$ cat config.mk
export PLATFORM = sky130hd
export DESIGN_NAME = ps2_key_tx
export DESIGN_NICKNAME = d
export VERILOG_FILES = /design/src/rtl/ps2_key_tx_pkg.sv /design/src/rtl/ps2_key_tx_fifo.sv /design/src/rtl/ps2_key_tx.sv
export SDC_FILE = /design/constraint.sdc
export NUM_CORES = 1
export LEC_CHECK = 0
export BUFFER_PORTS_ARGS = -buffer_cell sky130_fd_sc_hd__buf_2
export CAP_MARGIN = 20
export CELL_PAD_IN_SITES_DETAIL_PLACEMENT = 1
export CELL_PAD_IN_SITES_GLOBAL_PLACEMENT = 1
export CORE_MARGIN = 3
export CORE_UTILIZATION = 50
export CTS_CLUSTER_DIAMETER = 80
export DETAILED_ROUTE_END_ITERATION = 8
export GPL_ROUTABILITY_DRIVEN = 0
export HOLD_SLACK_MARGIN = 0.02
export PLACE_DENSITY = 0.9
export SKIP_LAST_GASP = 1
export SYNTH_ARGS = -nofsm -noshare
export SYNTH_HDL_FRONTEND = slang
export SYNTH_SLANG_ARGS = --single-unit
$ cat constraint.sdc
create_clock -name clk_sys -period 6.86 [get_ports clk_sys]
set_input_delay 1.372 -clock clk_sys [delete_from_list [all_inputs] [get_ports clk_sys]]
set_output_delay 1.372 -clock clk_sys [all_outputs]
set_load 0.02 [all_outputs]
$ cat src/rtl/ps2_key_tx_pkg.sv
// Shared types and constants for the PS/2 key-event transmitter.
// Host-inhibit detection is compiled in with PS2_KEY_TX_INHIBIT_EN.
package ps2_key_tx_pkg;

  typedef enum logic [2:0] {
    IDLE,
    LOAD,
    HIGH,
    LOW,
    GAP
  } state_t;

  localparam logic [7:0] BYTE_EXT   = 8'hE0;
  localparam logic [7:0] BYTE_BRK   = 8'hF0;
  localparam int         FRAME_BITS = 11;

  // Bytes of one key event, first byte to send in bits [7:0].
  typedef struct packed {
    logic [1:0]  cnt;
    logic [23:0] bytes;
  } evt_bytes_t;

  function automatic evt_bytes_t build_event(input logic ext, input logic pressed,
                                             input logic [7:0] code);
    evt_bytes_t e;
    e.cnt   = 2'd0;
    e.bytes = '0;
    if (ext) begin
      e.bytes[7:0] = BYTE_EXT;
      e.cnt        = 2'd1;
    end
    if (!pressed) begin
      e.bytes[8*e.cnt +: 8] = BYTE_BRK;
      e.cnt                 = e.cnt + 2'd1;
    end
    e.bytes[8*e.cnt +: 8] = code;
    e.cnt                 = e.cnt + 2'd1;
    return e;
  endfunction

endpackage

$ cat src/rtl/ps2_key_tx_fifo.sv
// Byte queue that accepts up to three bytes per push and pops one at a time.
// DEPTH must be a power of two so the pointers wrap naturally.
module ps2_key_tx_fifo
  import ps2_key_tx_pkg::*;
#(
  parameter int DEPTH = 8
) (
  input  logic                   clk_sys,
  input  logic                   reset,
  input  logic                   push,
  input  logic [1:0]             push_cnt,
  input  logic [23:0]            push_data,
  input  logic                   pop,
  output logic [7:0]             rd_data,
  output logic                   empty,
  output logic [$clog2(DEPTH):0] free
);

  localparam int AW = $clog2(DEPTH);
  localparam int CW = AW + 1;

  logic [7:0]    mem [DEPTH];
  logic [AW-1:0] wr_ptr;
  logic [AW-1:0] rd_ptr;
  logic [CW-1:0] count;
  logic          do_pop;

  assign do_pop  = pop && !empty;
  assign empty   = (count == '0);
  assign free    = CW'(DEPTH) - count;
  assign rd_data = mem[rd_ptr];

  // NOTE: sequential state uses non-blocking assignments so every register
  // samples the pre-edge values, independent of statement order.
  always_ff @(posedge clk_sys) begin
    if (reset) begin
      wr_ptr <= '0;
      rd_ptr <= '0;
      count  <= '0;
    end else begin
      if (push)   wr_ptr <= wr_ptr + AW'(push_cnt);
      if (do_pop) rd_ptr <= rd_ptr + AW'(1);
      count <= count + (push ? CW'(push_cnt) : CW'(0)) - CW'(do_pop);
    end
  end

  // NOTE: the storage array is deliberately not reset; the pointers and count
  // define which entries are valid, so clearing the data would only cost logic.
  always_ff @(posedge clk_sys) begin
    if (push) begin
      for (int i = 0; i < 3; i++) begin
        if (2'(i) < push_cnt) mem[wr_ptr + AW'(i)] <= push_data[8*i +: 8];
      end
    end
  end

endmodule

$ cat src/rtl/ps2_key_tx.sv
// Turns ps2_key toggle events into PS/2 device-to-host frames on open-drain lines.
// Define PS2_KEY_TX_INHIBIT_EN to abort and retransmit when the host holds the clock low.
module ps2_key_tx
  import ps2_key_tx_pkg::*;
#(
  parameter int HALF_PERIOD = 2000,
  parameter int GAP_CYCLES  = 4000,
  parameter int FIFO_DEPTH  = 8
) (
  input  logic        clk_sys,
  input  logic        reset,
  input  logic [10:0] ps2_key,
  input  logic        ps2_clk_in,
  input  logic        ps2_dat_in,
  output logic        ps2_clk_out,
  output logic        ps2_dat_out,
  output logic        busy,
  output logic        drop
);

  localparam int CNT_W = $clog2(HALF_PERIOD);
  localparam int GAP_W = $clog2(GAP_CYCLES + 1);
  localparam int CW    = $clog2(FIFO_DEPTH) + 1;

  state_t           state_q, state_d;
  logic [CNT_W-1:0] half_cnt;
  logic [GAP_W-1:0] gap_cnt;
  logic [3:0]       bit_idx;
  logic [10:0]      frame_q;
  logic [7:0]       cur_byte;
  logic             retry_q;
  logic             strobe_q;
  logic             drop_q;

  logic             key_evt, push_ok, pop;
  evt_bytes_t       evt;
  logic [7:0]       fifo_rd, load_byte;
  logic             fifo_empty;
  logic [CW-1:0]    fifo_free;
  logic             half_done, gap_done, last_bit;
  logic             line_free, host_inhibit;
  logic             unused_inputs;

  assign unused_inputs = ^{ps2_dat_in, ps2_clk_in};

`ifdef PS2_KEY_TX_INHIBIT_EN
  assign line_free    = ps2_clk_in;
  assign host_inhibit = !ps2_clk_in && !last_bit;
`else
  assign line_free    = 1'b1;
  assign host_inhibit = 1'b0;
`endif

  // An event is all-or-nothing: it needs room for every one of its bytes.
  assign key_evt = ps2_key[10] ^ strobe_q;
  assign evt     = build_event(ps2_key[8], ps2_key[9], ps2_key[7:0]);
  assign push_ok = key_evt && (fifo_free >= CW'(evt.cnt));

  always_ff @(posedge clk_sys) begin
    strobe_q <= ps2_key[10];
    drop_q   <= reset ? 1'b0 : (key_evt && !push_ok);
  end

  ps2_key_tx_fifo #(.DEPTH(FIFO_DEPTH)) u_fifo (
    .clk_sys   (clk_sys),
    .reset     (reset),
    .push      (push_ok),
    .push_cnt  (evt.cnt),
    .push_data (evt.bytes),
    .pop       (pop),
    .rd_data   (fifo_rd),
    .empty     (fifo_empty),
    .free      (fifo_free)
  );

  assign half_done = (half_cnt == CNT_W'(HALF_PERIOD - 1));
  assign gap_done  = line_free && (gap_cnt == GAP_W'(GAP_CYCLES - 1));
  assign last_bit  = (bit_idx == 4'(FRAME_BITS - 1));
  assign load_byte = retry_q ? cur_byte : fifo_rd;

  // NOTE: every combinational output gets a default before the case so no
  // path leaves it unassigned, which would otherwise infer a latch.
  always_comb begin
    state_d = state_q;
    pop     = 1'b0;
    case (state_q)
      IDLE: if (!fifo_empty && line_free) state_d = LOAD;
      LOAD: begin
        state_d = HIGH;
        pop     = !retry_q;
      end
      HIGH: begin
        if (host_inhibit)   state_d = GAP;
        else if (half_done) state_d = LOW;
      end
      LOW:  if (half_done) state_d = last_bit ? GAP : HIGH;
      GAP:  if (gap_done) state_d = retry_q ? LOAD : IDLE;
      default: state_d = IDLE;
    endcase
  end

  always_ff @(posedge clk_sys) begin
    if (reset) begin
      state_q  <= IDLE;
      half_cnt <= '0;
      gap_cnt  <= '0;
      bit_idx  <= '0;
      frame_q  <= '1;
      cur_byte <= '0;
      retry_q  <= 1'b0;
    end else begin
      state_q <= state_d;
      gap_cnt <= '0;
      case (state_q)
        LOAD: begin
          cur_byte <= load_byte;
          frame_q  <= {1'b1, ~^load_byte, load_byte, 1'b0};
          bit_idx  <= '0;
          half_cnt <= '0;
          retry_q  <= 1'b0;
        end
        HIGH: begin
          if (host_inhibit) retry_q <= 1'b1;
          half_cnt <= half_done ? '0 : half_cnt + CNT_W'(1);
        end
        LOW: begin
          half_cnt <= half_done ? '0 : half_cnt + CNT_W'(1);
          if (half_done && !last_bit) begin
            bit_idx <= bit_idx + 4'd1;
            frame_q <= {1'b1, frame_q[10:1]};
          end
        end
        // Host holding the clock low restarts the quiet-time count.
        GAP: gap_cnt <= line_free ? gap_cnt + GAP_W'(1) : '0;
        default: ;
      endcase
    end
  end

  assign ps2_clk_out = reset || (state_q != LOW);
  assign ps2_dat_out = reset || !((state_q == HIGH) || (state_q == LOW)) || frame_q[0];
  assign busy        = !reset && (!fifo_empty || (state_q != IDLE));
  assign drop        = drop_q && !reset;

endmodule

==> results of run 1 <==
[layout by cell type (no fill, tap or decap), types with 3 or more instances in the layout]
cell,count
edfxtp_1,64
nor2_1,61
mux2i_1,58
dfxtp_1,55
a21oi_1,51
nand2_1,39
a211oi_1,37
nand3_1,37
o21ai_0,32
ha_1,21
inv_1,18
xnor2_1,18
clkbuf_16,17
mux4_1,16
buf_2,16
a211o_1,13
and3_1,11
xor2_1,10
and2_1,10
and4_1,9
nor2b_1,8
nor3_1,6
nand4_1,5
nand2b_1,4
o21ai_1,4
or2_2,4
or3_1,4
clkinv_2,4
clkinv_1,4
and3b_1,3
a311oi_1,3
bufinv_16,3
clkbuf_1,3
buf_4,3
[metal layers]
layer | GRT usage (%) | up-vias
met5 | 0 | -
li1 | - | 2492
met4 | 12.0 | 0
met1 | 31.5 | 2730
met2 | 44.5 | 186
met3 | 5.00 | 41
[cells in the mapped netlist, drive strengths merged, types with 10 or more instances]
library cell	instances
a211o	13
a211oi	37
a21oi	51
and2	11
and3	11
buf	16
clkbuf	42
dfxtp	55
edfxtp	64
ha	21
inv	18
mux2i	58
mux4	16
nand2	39
nand3	37
nor2	61
o21ai	36
xnor2	19
xor2	10
[power groups by stage]
stage	combinational (mW)	clock (mW)	sequential, mW
floorplan	0.702	0	0.965
global placement	0.797	0	1.01
detailed placement	0.854	0	1.03
CTS	0.868	0.891	1.01
global route	0.960	0.922	1.03
finish	0.869	0.884	1.01
[logic make-up (layout without fill, tap and decap cells)]
logic type                 count (synthesis)  count (layout)  share of synthesized area, %
DFF                                      119             119                          43.7
AOI/OAI and AO/OA                        148             148                          13.2
muxes                                     74              74                          14.5
buffers and inverters                     76              69                          4.78
xor gates and xnor gates                  29              29                          3.78
and+or+nand+nor                          213             213                          15.6
adders and majority gates                 23              23                          4.38
[area by class of cell]
cell class | instances | share of cell area (%)
well taps | 176 | 2.92
clock inverters | 12 | 1.77
repair buffers | 19 | 1.36
flip-flops and latches | 119 | 40.0
inverters | 18 | 0.895
multi-input cells | 487 | 47.2
clock buffers | 20 | 5.78
[sequential cells by signal (all words and copies together) (netlist names), named ones only]
name           count
frame_q           10
u_fifo.mem        64
u_fifo.count       4
bit_idx            4
strobe_q           1
u_fifo.rd_ptr      3
u_fifo.wr_ptr      3
half_cnt          11
state_q            3
drop_q             1
gap_cnt           12
[final timing paths]
path	end
worst max-delay path	u_fifo.mem[1][2]
worst max register to register	u_fifo.mem[1][2]
worst min register to register	frame_q[1]
worst min-delay path	frame_q[1]
[worst reg2reg max path, delay by kind of cell (launching register included)]
family,cells,cell delay [ps]
AOI/OAI and AO/OA,3,1270
adders and majority gates,2,580
buffers and inverters,1,90
DFF,1,350
and+or+nand+nor,2,1080
[per-stage QoR]
step | util (%) | power, mW | instances | instance area, um^2 | worst slack (ps)
2_1_floorplan | - | 1.67 | 682 | 6910 | 2720
3_3_place_gp | 52.1 | 1.81 | 819 | 6980 | 2040
3_5_place_dp | 52.1 | 1.88 | 819 | 6980 | 1870
4_1_cts | 56.3 | 2.77 | 851 | 7550 | 2280
5_1_grt | 56.3 | 2.91 | 851 | 7550 | 1960
6_report | 56.3 | 2.77 | 851 | 7550 | 2210
==> summary.md, run 1 <==
## Logic synthesis
• **Mapped Nets** 720
• **share of synthesized area occupied by flip-flops and latches** 43.7%
• **total of warnings raised by yosys** 0
• **fraction of post-synthesis cell area in the top cell type by area** 27.8%
• **average footprint of a synthesized cell** 10.1 um^2
• **largest cells by area after synthesis** edfxtp_1, dfxtp_1, mux2i_1
• **asr flop ratio synth** 0%
• **#FFs+latches synth** 119
• **number of enable-type register cells in the synthesized netlist** 64
• **netlist area before placement** 6910 um^2
• **post-synthesis cell type with the largest combined area** edfxtp_1
• **Primary FF master, synth** edfxtp_1
• **distinct cell type count of the synthesized netlist** 48
• **Cells after Synth** 682

## Power and ir drop
• **Switch Pwr** 0.932 mW
• **Combinational Power Share** 31.4%
• **IR Drop Worst-Case VDD** 196 uV
• **leakage component of the power** 2.82 nW
• **portion of total power attributed to the clock network** 31.9%
• **Flop pwr share** 36.7%
• **share of total power consumed by net switching** 33.7%
• **cell-internal power** 1.84 mW
• **PD cells** 367 nW/um^2

## Setup path
• **capturing element type of the critical path** register
• **critical path's most frequent cell** ha_1
• **worst-path fanout max** 14
• **required time at the endpoint of the critical path** 6930 ps
• **start point of the critical path** ps2_key[8]
• **Crit Reg-Reg Startpoint** u_fifo.count[0]
• **cell-by-cell listing of the critical path** buf_2 > inv_1 > ha_1 > ha_1 > nand2b_1 > a211oi_1 > a21oi_1 > nand3_1 > nor2b_1 > a211o_1
• **Critical Path Slowest Stage Cell** nor2b_1
• **Worst Setup Path Type** in2reg
• **R2R Setup Slk** 3140 ps
• **Critical Path Start Type** input pin
• **Crit path arrival time** 4720 ps
• **Slowest Stage Delay on Critical Path** 880 ps
• **WP depth** 10
• **r2r worst-path depth** 8
• **kind of cell adding the most delay to the critical path** compound AO/OA/AOI/OAI gates
• **WP buf/inv** 2

## Clock tree
• **H-tree levels** 4
• **number of sinks driven by the clock tree** 119
• **maximum clock insertion buffer count** 2
• **setup bufs post-CTS** 0
• **clock-pin slew reported for the worst setup and hold paths after clock tree synthesis** 50 ps
• **root cell of the clock tree** clkbuf_16
• **clock buffer count from CTS** 17
• **TritonCTS clock tree** done
• **clock network latency to the later pin of the worst-skew pair** 430 ps
• **hold-fix buffer count after cts** 0
• **Gates resized, CTS repair** 0

## Routing
• **Detail Route met3 WL** 971 um
• **DRT antenna net count** 0
• **number of remaining DRC errors** 0
• **DR pass1 iterations** 5
• **wire length on met2** 9530 um
• **Vias per Instance** 6.40
• **Met1 Wirelength** 7680 um
• **max layer used** met4
• **total vias in the final route** 5,449
• **DRC marker count from the first detailed-route iteration** 492
• **Total Routed Length** 18,700 um
• **wire length per cell after detailed routing** 22.0 um

## Layout
• **share of final-layout standard cells stronger than drive strength 1** 7.85%
• **fill count** 1,453
• **multi-input gate area in the final layout** 3560 um^2
• **antenna diode instance count** 0
• **Layout Nets** 700
• **post-synthesis to final-layout area growth** 9.19%
• **register area** 3020 um^2

## Global routing
• **maximum number of pins on one net before global-route repair** 44
• **overall overflow remaining after global route** 0
• **antenna violations before repair** 0
• **via count of the first global-routing pass** 5,631
• **total routing resource utilization after global routing** 25.9%
• **first-pass GRT wire length** 30,100 um

## Die
• **Ports** 19
• **area of the die** 15,300 um^2
• **effective utilization at floorplan** 51.6%
• **die width** 124 um
• **number of placement rows** 42
• **die span in y** 124 um
• **Core ar.** 13,400 um^2

## STA
• **final-layout setup total negative slack** 0 ps
• **final number of max-transition violations** 0
• **unrepaired setup endpoints after global routing** no
• **Worst Hold Slack** 453 ps
• **final setup skew** 9.24 ps
• **number of failing hold endpoints at the final stage** 0
• **Max Fclk** 215 MHz
• **number of endpoints failing setup at the final stage** 0
• **time the worst path needs with I/O delays and setup** 4650 ps
• **relative max-transition margin** 26.5%
• **share of the cycle needed by the critical path after routing** 67.8%
• **slew at the pin closest to its max-slew limit** 1100 ps

## Hold path
• **Worst Hold Launch** frame_q[1]
• **Hold Crit Depth** 1
• **path class of the lowest-slack min-delay path** reg2reg

## Flow run
• **number of maximum-capacitance constraint violations** 0

## Placed design
• **Port Buffers** 16
• **HPWL after detailed placement** 12,800 um

## Run status
• **status** finished clean

No activity file was read; power rests on OpenSTA's default activity.
==> run 2: changes to the inputs <==
Settings changed: ABC_AREA set to 1, CORE_UTILIZATION 50 to 42, PLACE_DENSITY 0.9 to 0.86.
Clock period 6.86 ns to 3.75 ns, I/O delays scaled along.
==> run 2 against run 1 <==
Net effect:
- synthesized cell count grew 46%
- critical endpoint is now u_fifo.count[3]
- largest power group is now combinational cells
- clock power is 100% higher
- register-to-register slack lost 2300 ps
- design area grew 8.2%
- die area increased by 24%
==> summary.md, run 2 <==
## Run status
• **status** finished clean

## Setup path
• **worst-path fanout max** 10, -4
• **endpoint of the worst register-to-register path** u_fifo.count[3]
• **required time at the endpoint of the critical path** 4110 ps, -2820 ps
• **Worst Setup Path Type** in2reg
• **Critical Path Start Type** input pin
• **Crit path arrival time** 3380 ps, -1340 ps
• **r2r worst-path depth** 16, +8
• **Crit Reg-Reg Startpoint** u_fifo.count[0]
• **R2R Setup Slk** 860 ps, -2280 ps
• **capturing element type of the critical path** register

## STA
• **number of failing hold endpoints at the final stage** 0, unchanged
• **unrepaired setup endpoints after global routing** no
• **final number of max-transition violations** 0, unchanged
• **final setup skew** 7.47 ps, -1.77 ps
• **share of the cycle needed by the critical path after routing** 80.4%
• **Max Fclk** 331 MHz
• **time the worst path needs with I/O delays and setup** 3020 ps
• **final-layout setup total negative slack** 0 ps, unchanged
• **relative max-transition margin** 43.2%, +17 points
• **number of endpoints failing setup at the final stage** 0, unchanged
• **slew at the pin closest to its max-slew limit** 848 ps, -252 ps

## Clock tree
• **setup bufs post-CTS** 0, unchanged
• **number of sinks driven by the clock tree** 119, unchanged
• **TritonCTS clock tree** done
• **clock network latency to the later pin of the worst-skew pair** 430 ps, about the same
• **Gates resized, CTS repair** 0, unchanged
• **clock-pin slew reported for the worst setup and hold paths after clock tree synthesis** 60 ps, about the same
• **H-tree levels** 4, unchanged
• **clock buffer count from CTS** 17, unchanged
• **maximum clock insertion buffer count** 2, unchanged
• **hold-fix buffer count after cts** 0, unchanged
• **root cell of the clock tree** clkbuf_16

## Die
• **die width** 137 um, +11%
• **Core ar.** 16,800 um^2, +25%
• **effective utilization at floorplan** 43.3%, -8.3 points
• **number of placement rows** 47, +12%
• **Ports** 19, unchanged
• **area of the die** 18,900 um^2, +24%
• **die span in y** 137 um, +11%

## Logic synthesis
• **most instantiated cells after synthesis** nand2_1, o21ai_0, inv_1
• **post-synthesis cell type with the largest combined area** edfxtp_1
• **distinct cell type count of the synthesized netlist** 40, -17%
• **average footprint of a synthesized cell** 7.26 um^2, -28%
• **netlist area before placement** 7250 um^2, +4.9%
• **number of enable-type register cells in the synthesized netlist** 64, unchanged
• **share of synthesized area occupied by flip-flops and latches** 41.7%, -2.1 points
• **Cells after Synth** 999, +46%
• **#FFs+latches synth** 119, unchanged
• **count leader, synth** nand2_1
• **Primary FF master, synth** edfxtp_1
• **fraction of post-synthesis cell area in the top cell type by area** 26.5%, -1.3 points
• **asr flop ratio synth** 0%, unchanged
• **Mapped Nets** 1,037, +44%
• **total of warnings raised by yosys** 0, unchanged
• **largest cells by area after synthesis** edfxtp_1, nand2_1, dfxtp_1

## Layout
• **Layout Nets** 1,054, +51%
• **final instance area** 8170 um^2, +8.2%
• **fin cells** 1,249, +47%
• **flip-flop count of the largest register after layout** 64, unchanged
• **post-synthesis to final-layout area growth** 12.6%
• **largest registers in the final layout** u_fifo.mem x64, gap_cnt x12, half_cnt x11
• **most common cell after layout, fill and taps aside** nand2_1
• **register with the most flip-flops** u_fifo.mem
• **share of final-layout standard cells stronger than drive strength 1** 7.68%, -0.17 points
• **top library cells by usage in the layout, fill and taps aside** nand2_1, o21ai_0, inv_1
• **antenna diode instance count** 0, unchanged
• **Post-Route Utilization** 48.7%, -7.6 points

## Global routing
• **total routing resource utilization after global routing** 25.4%, -0.54 points
• **overall overflow remaining after global route** 0, unchanged
• **maximum number of pins on one net before global-route repair** 38, -14%
• **first-pass GRT wire length** 37,400 um, +24%
• **antenna violations before repair** 0, unchanged
• **via count of the first global-routing pass** 7,067, +26%

## Power and ir drop
• **leakage component of the power** 3.55 nW, +26%
• **IR Drop Worst-Case VDD** 384 uV, +96%
• **PD cells** 737 nW/um^2, +100%

## Routing
• **DRC marker count from the first detailed-route iteration** 469, -4.7%
• **DRT antenna net count** 0, unchanged
• **DR pass1 iterations** 5, unchanged
• **Total Routed Length** 22,700 um, +21%
• **wire length per cell after detailed routing** 18.2 um, -17%
• **Vias per Instance** 5.59, -13%
• **total vias in the final route** 6,980, +28%
• **number of remaining DRC errors** 0, unchanged

## Placed design
• **post-place instance area** 7540 um^2, +8.1%
• **HPWL after detailed placement** 15,400 um, +20%
• **Placed Cells incl. Taps** 1,217, +49%
• **Port Buffers** 16, unchanged

## Hold path
• **path class of the lowest-slack min-delay path** in2reg
• **Hold Crit Depth** 1, unchanged
• **hold endpoint** strobe_q
• **Worst Hold Launch** ps2_key[10]

## Flow run
• **number of maximum-capacitance constraint violations** 0, unchanged

[run 2: changes by cell type after synthesis, sizes merged, moves of 18 or more]
| cell | delta |
|---|---|
| a211oi | -34 |
| nand3 | +32 |
| mux2i | -58 |
| a21oi | -24 |
| o211ai | +46 |
| o21ai | +87 |
| inv | +105 |
| xnor2 | -18 |
| clkbuf | -34 |
| nand2 | +262 |
[run 2: through the flow]
step                      worst slack, ps  hold slack [ps]  total power, mW
after global placement                346              432             4.09
final                                 733              453             6.02
after detailed placement              269              452             4.21
after global routing                  496              444             6.47
after floorplan                       650              418             3.58
after CTS                             712              445             6.03
[run 2: kinds of logic after synthesis]
| kind of cell | share of synthesized area [%] |
|---|---|
| buf+inv | 9.37 |
| fa+ha+maj | 4.17 |
| xor+xnor | 0.724 |
| simple gates | 27.3 |
| flops | 41.7 |
| compound gates | 16.8 |
[run 2: cell type report]
type / instances / area (um^2)
clock buffers: 17 / 425
clock inverters: 15 / 199
fillers: 2115 / 8590
inverters: 125 / 472
multi-input cells: 718 / 3550
flip-flops and latches: 119 / 3020
well taps: 220 / 275
repair buffers: 35 / 223
[run 2: worst max path at each step]
| stage | start | end | slack (ps) |
|---|---|---|---|
| CTS | ps2_key[8] | u_fifo.count[3] | 710 |
| detailed placement | ps2_key[8] | u_fifo.count[3] | 270 |
| global route | ps2_key[8] | u_fifo.count[3] | 500 |
| floorplan | ps2_key[8] | u_fifo.count[3] | 650 |
| finish | ps2_key[8] | u_fifo.count[3] | 730 |
| global placement | ps2_key[8] | u_fifo.count[3] | 350 |
[run 2: power by group]
part           internal, mW  switching, mW  total [mW]
registers              1.72          0.147        1.87
logic                 0.718           1.66        2.37
clock network          1.11          0.664        1.78
[run 2: per-layer routing]
| metal | vias to the layer above | global-route usage, % | wire length [um] | share of wire, % |
|---|---|---|---|---|
| met5 | - | 0 | 0 | 0 |
| met4 | 0 | 9.42 | 647 | 2.9 |
| met3 | 55 | 4.64 | 1190 | 5.2 |
| met2 | 230 | 43.2 | 11200 | 49 |
| met1 | 3333 | 32.1 | 9680 | 43 |
| li1 | 3362 | - | - | - |
[run 2: critical path, stage by stage]
cell and delay [ps]:
buf_2 100, inv_1 70, ha_1 330, ha_1 280, o21ai_0 110, nand3_2 120, nand2_4 120, nor2_8 190
inv_1 70, ha_1 320, inv_1 50, ha_1 280, nand2_1 60, nor2_1 40, a211oi_1 250, o21ai_0 120
a21oi_1 120
==> run 3: changes to the inputs <==
Settings changed: ABC_AREA 1 to 0, CORE_UTILIZATION 42 to 45.
Clock period 3.75 ns to 2.45 ns, I/O delays scaled along.
==> run 3 against run 2 <==
Net effect:
- the run now ends with negative setup slack left
- clock power rose by 49%
- sequential share of layout area fell by 3.2 points
- core utilization rose by 12 points
- combinational power rose by 63%
- non-clock buffer count rose by 57
- register-to-register slack got worse by 1000 ps
- die area fell by 11%
- via count fell by 13%
- critical path depth fell by 7
- largest power group unchanged
- clock skew rose by 2.7 ps
- design area rose by 9.6%
==> summary.md, run 3 (same netlist as run 1, synthesis figures left out) <==
## Setup path
• **R2R Setup Slk** -150 ps, -1010 ps
• **Critical Path Start Type** register
• **Worst Setup Path Type** reg2reg
• **capturing element type of the critical path** register
• **start point of the critical path** u_fifo.count[0]
• **worst-path fanout max** 5, -5
• **critical path capture point** u_fifo.mem[5][7]
• **r2r worst-path depth** 10, -6
• **Crit Reg-Reg Startpoint** u_fifo.count[0]
• **required time at the endpoint of the critical path** 2610 ps, -1500 ps
• **endpoint of the worst register-to-register path** u_fifo.mem[5][7]
• **Crit path arrival time** 2770 ps, -610 ps

## Die
• **number of placement rows** 44, -6.4%
• **area of the die** 16,900 um^2, -11%
• **Core ar.** 14,800 um^2, -12%
• **effective utilization at floorplan** 46.9%, +3.6 points
• **die span in y** 130 um, -5.4%
• **Ports** 19, unchanged
• **die width** 130 um, -5.4%

## STA
• **Max Fclk** 384 MHz
• **final number of max-transition violations** 0, unchanged
• **final setup skew** 10.1 ps, +2.66 ps
• **time the worst path needs with I/O delays and setup** 2600 ps
• **slew at the pin closest to its max-slew limit** 832 ps, -15.9 ps
• **share of the cycle needed by the critical path after routing** 106%
• **unrepaired setup endpoints after global routing** yes
• **relative max-transition margin** 44.5%, +1.3 points
• **number of endpoints failing setup at the final stage** 56, +56
• **slack of the critical path** -155 ps, -888 ps
• **number of failing hold endpoints at the final stage** 0, unchanged

## Global routing
• **total routing resource utilization after global routing** 27.3%, +1.9 points
• **via count of the first global-routing pass** 6,230, -12%
• **maximum number of pins on one net before global-route repair** 32, -16%
• **first-pass GRT wire length** 35,000 um, -6.3%
• **overall overflow remaining after global route** 0, unchanged
• **antenna violations before repair** 0, unchanged

## Placed design
• **Port Buffers** 16, unchanged
• **Post-Place Worst Slack** -573 ps, -842 ps
• **HPWL after detailed placement** 15,000 um, -3.0%

## Hold path
• **path class of the lowest-slack min-delay path** in2reg

## Layout
• **register with the most flip-flops** u_fifo.mem
• **multi-input gate area in the final layout** 4210 um^2, +19%
• **most common cell after layout, fill and taps aside** edfxtp_1
• **share of final-layout standard cells stronger than drive strength 1** 31.4%, +24 points
• **fill count** 1,530, -28%
• **top library cells by usage in the layout, fill and taps aside** edfxtp_1, nor2_1, mux2i_1
• **Layout Nets** 773, -27%
• **register area** 3030 um^2, about the same
• **largest registers in the final layout** u_fifo.mem x64, gap_cnt x12, half_cnt x11
• **flip-flop count of the largest register after layout** 64, unchanged
• **post-synthesis to final-layout area growth** 29.5%
• **antenna diode instance count** 0, unchanged

## Clock tree
• **clock network latency to the later pin of the worst-skew pair** 440 ps, about the same
• **TritonCTS clock tree** done
• **maximum clock insertion buffer count** 2, unchanged
• **clock buffer count from CTS** 17, unchanged
• **H-tree levels** 4, unchanged
• **clock-pin slew reported for the worst setup and hold paths after clock tree synthesis** 60 ps, about the same
• **number of sinks driven by the clock tree** 119, unchanged
• **root cell of the clock tree** clkbuf_16

## Routing
• **DRT antenna net count** 0, unchanged
• **number of remaining DRC errors** 0, unchanged
• **total vias in the final route** 6,061, -13%
• **wire length per cell after detailed routing** 26.2 um, +44%
• **DR pass1 iterations** 5, unchanged
• **Vias per Instance** 6.50, +16%
• **Total Routed Length** 24,400 um, +7.6%
• **DRC marker count from the first detailed-route iteration** 785, +67%

## Power and ir drop
• **portion of total power attributed to the clock network** 28.4%, -1.1 points
• **PD cells** 1040 nW/um^2, +41%
• **post-layout power** 9.33 mW, +55%
• **share of total power consumed by net switching** 36.6%, -4.4 points
• **Flop pwr share** 30.2%, -0.9 points
• **leakage component of the power** 3.31 nW, -6.8%
• **Switch Pwr** 3.42 mW, +38%
• **Combinational Power Share** 41.4%, +2.0 points
• **IR Drop Worst-Case VDD** 586 uV, +53%
• **cell-internal power** 5.92 mW, +66%

## Run status
• **violations in the final reports** negative setup slack
• **status** complete, but fails checks

## Flow run
• **number of maximum-capacitance constraint violations** 0, unchanged

## run 3: cell count changes in the layout (fill, tap and decap cells not counted), moves of 18 or more
cell / change
nand2_1: -262
inv_1: -110
o21ai_0: -105
mux2i_1: +55
o211ai_1: -46
nand3_1: -33
buf_4: +32
a21oi_2: +20
buf_6: +18
## run 3: how the worst min path moves through the flow
stage / endpoint / startpoint / cells after the start
2_1_floorplan: frame_q[1] / frame_q[1] / 1
3_3_place_gp: frame_q[1] / frame_q[1] / 1
3_5_place_dp: frame_q[1] / frame_q[1] / 1
4_1_cts: strobe_q / ps2_key[10] / 1
5_1_grt: strobe_q / ps2_key[10] / 1
6_report: strobe_q / ps2_key[10] / 1
## run 3: layout make-up
type	instances	area share (%)
clock buffer	19	4.95
clock inverter	13	1.92
inverter	18	0.825
multi-input combinational	487	47.1
sequential	119	33.8
tap	184	2.57
timing repair buffer	92	8.89
## run 3: per-stage QoR
| step | instance area (um^2) | hold WS [ps] | util (%) | std cells | TNS [ps] |
|---|---|---|---|---|---|
| after floorplan | 7100 | 427 | - | 682 | -19480 |
| after global placement | 7690 | 437 | 52.1 | 891 | -46940 |
| after detailed placement | 7690 | 447 | 52.1 | 891 | -60400 |
| after CTS | 8610 | 175 | 58.4 | 929 | -1270 |
| after global routing | 8950 | 184 | 60.7 | 932 | -6850 |
| final | 8950 | 185 | 60.7 | 932 | -2760 |
## run 3: power by group through the flow
stage               Combinational (mW)  Sequential, mW  Clock [mW]
floorplan                         2.14            2.70           0
global placement                  2.81            2.77           0
detailed placement                3.05            2.81           0
CTS                               3.40            2.79        2.64
global route                      4.10            2.84        2.76
finish                            3.87            2.82        2.65
## run 3: repair_timing
action	4_1_cts	5_1_grt
cloned	2	0
buffers inserted	4	5
endpoints found under the setup margin	131	110
pin swaps	26	26
hold endpoints to repair	0	0
hold buffers	0	0
resized for setup	75	80
## run 3: routing by layer
metal	wire, um	GRT usage [%]	vias up
met3	1540	6.30	87
met4	825	9.78	0
li1	-	-	2625
met1	9350	32.9	3037
met2	12700	48.0	312
met5	0	0	-
## run 3: worst max-delay path, stage by stage, from the launching register on
cell      delay, ps
dfxtp_2         340
inv_2            60
ha_4            270
ha_4            200
a211oi_4        300
a211oi_4        140
buf_6           190
buf_6           130
nand3b_1        250
mux2i_1         290
o21ai_1         130
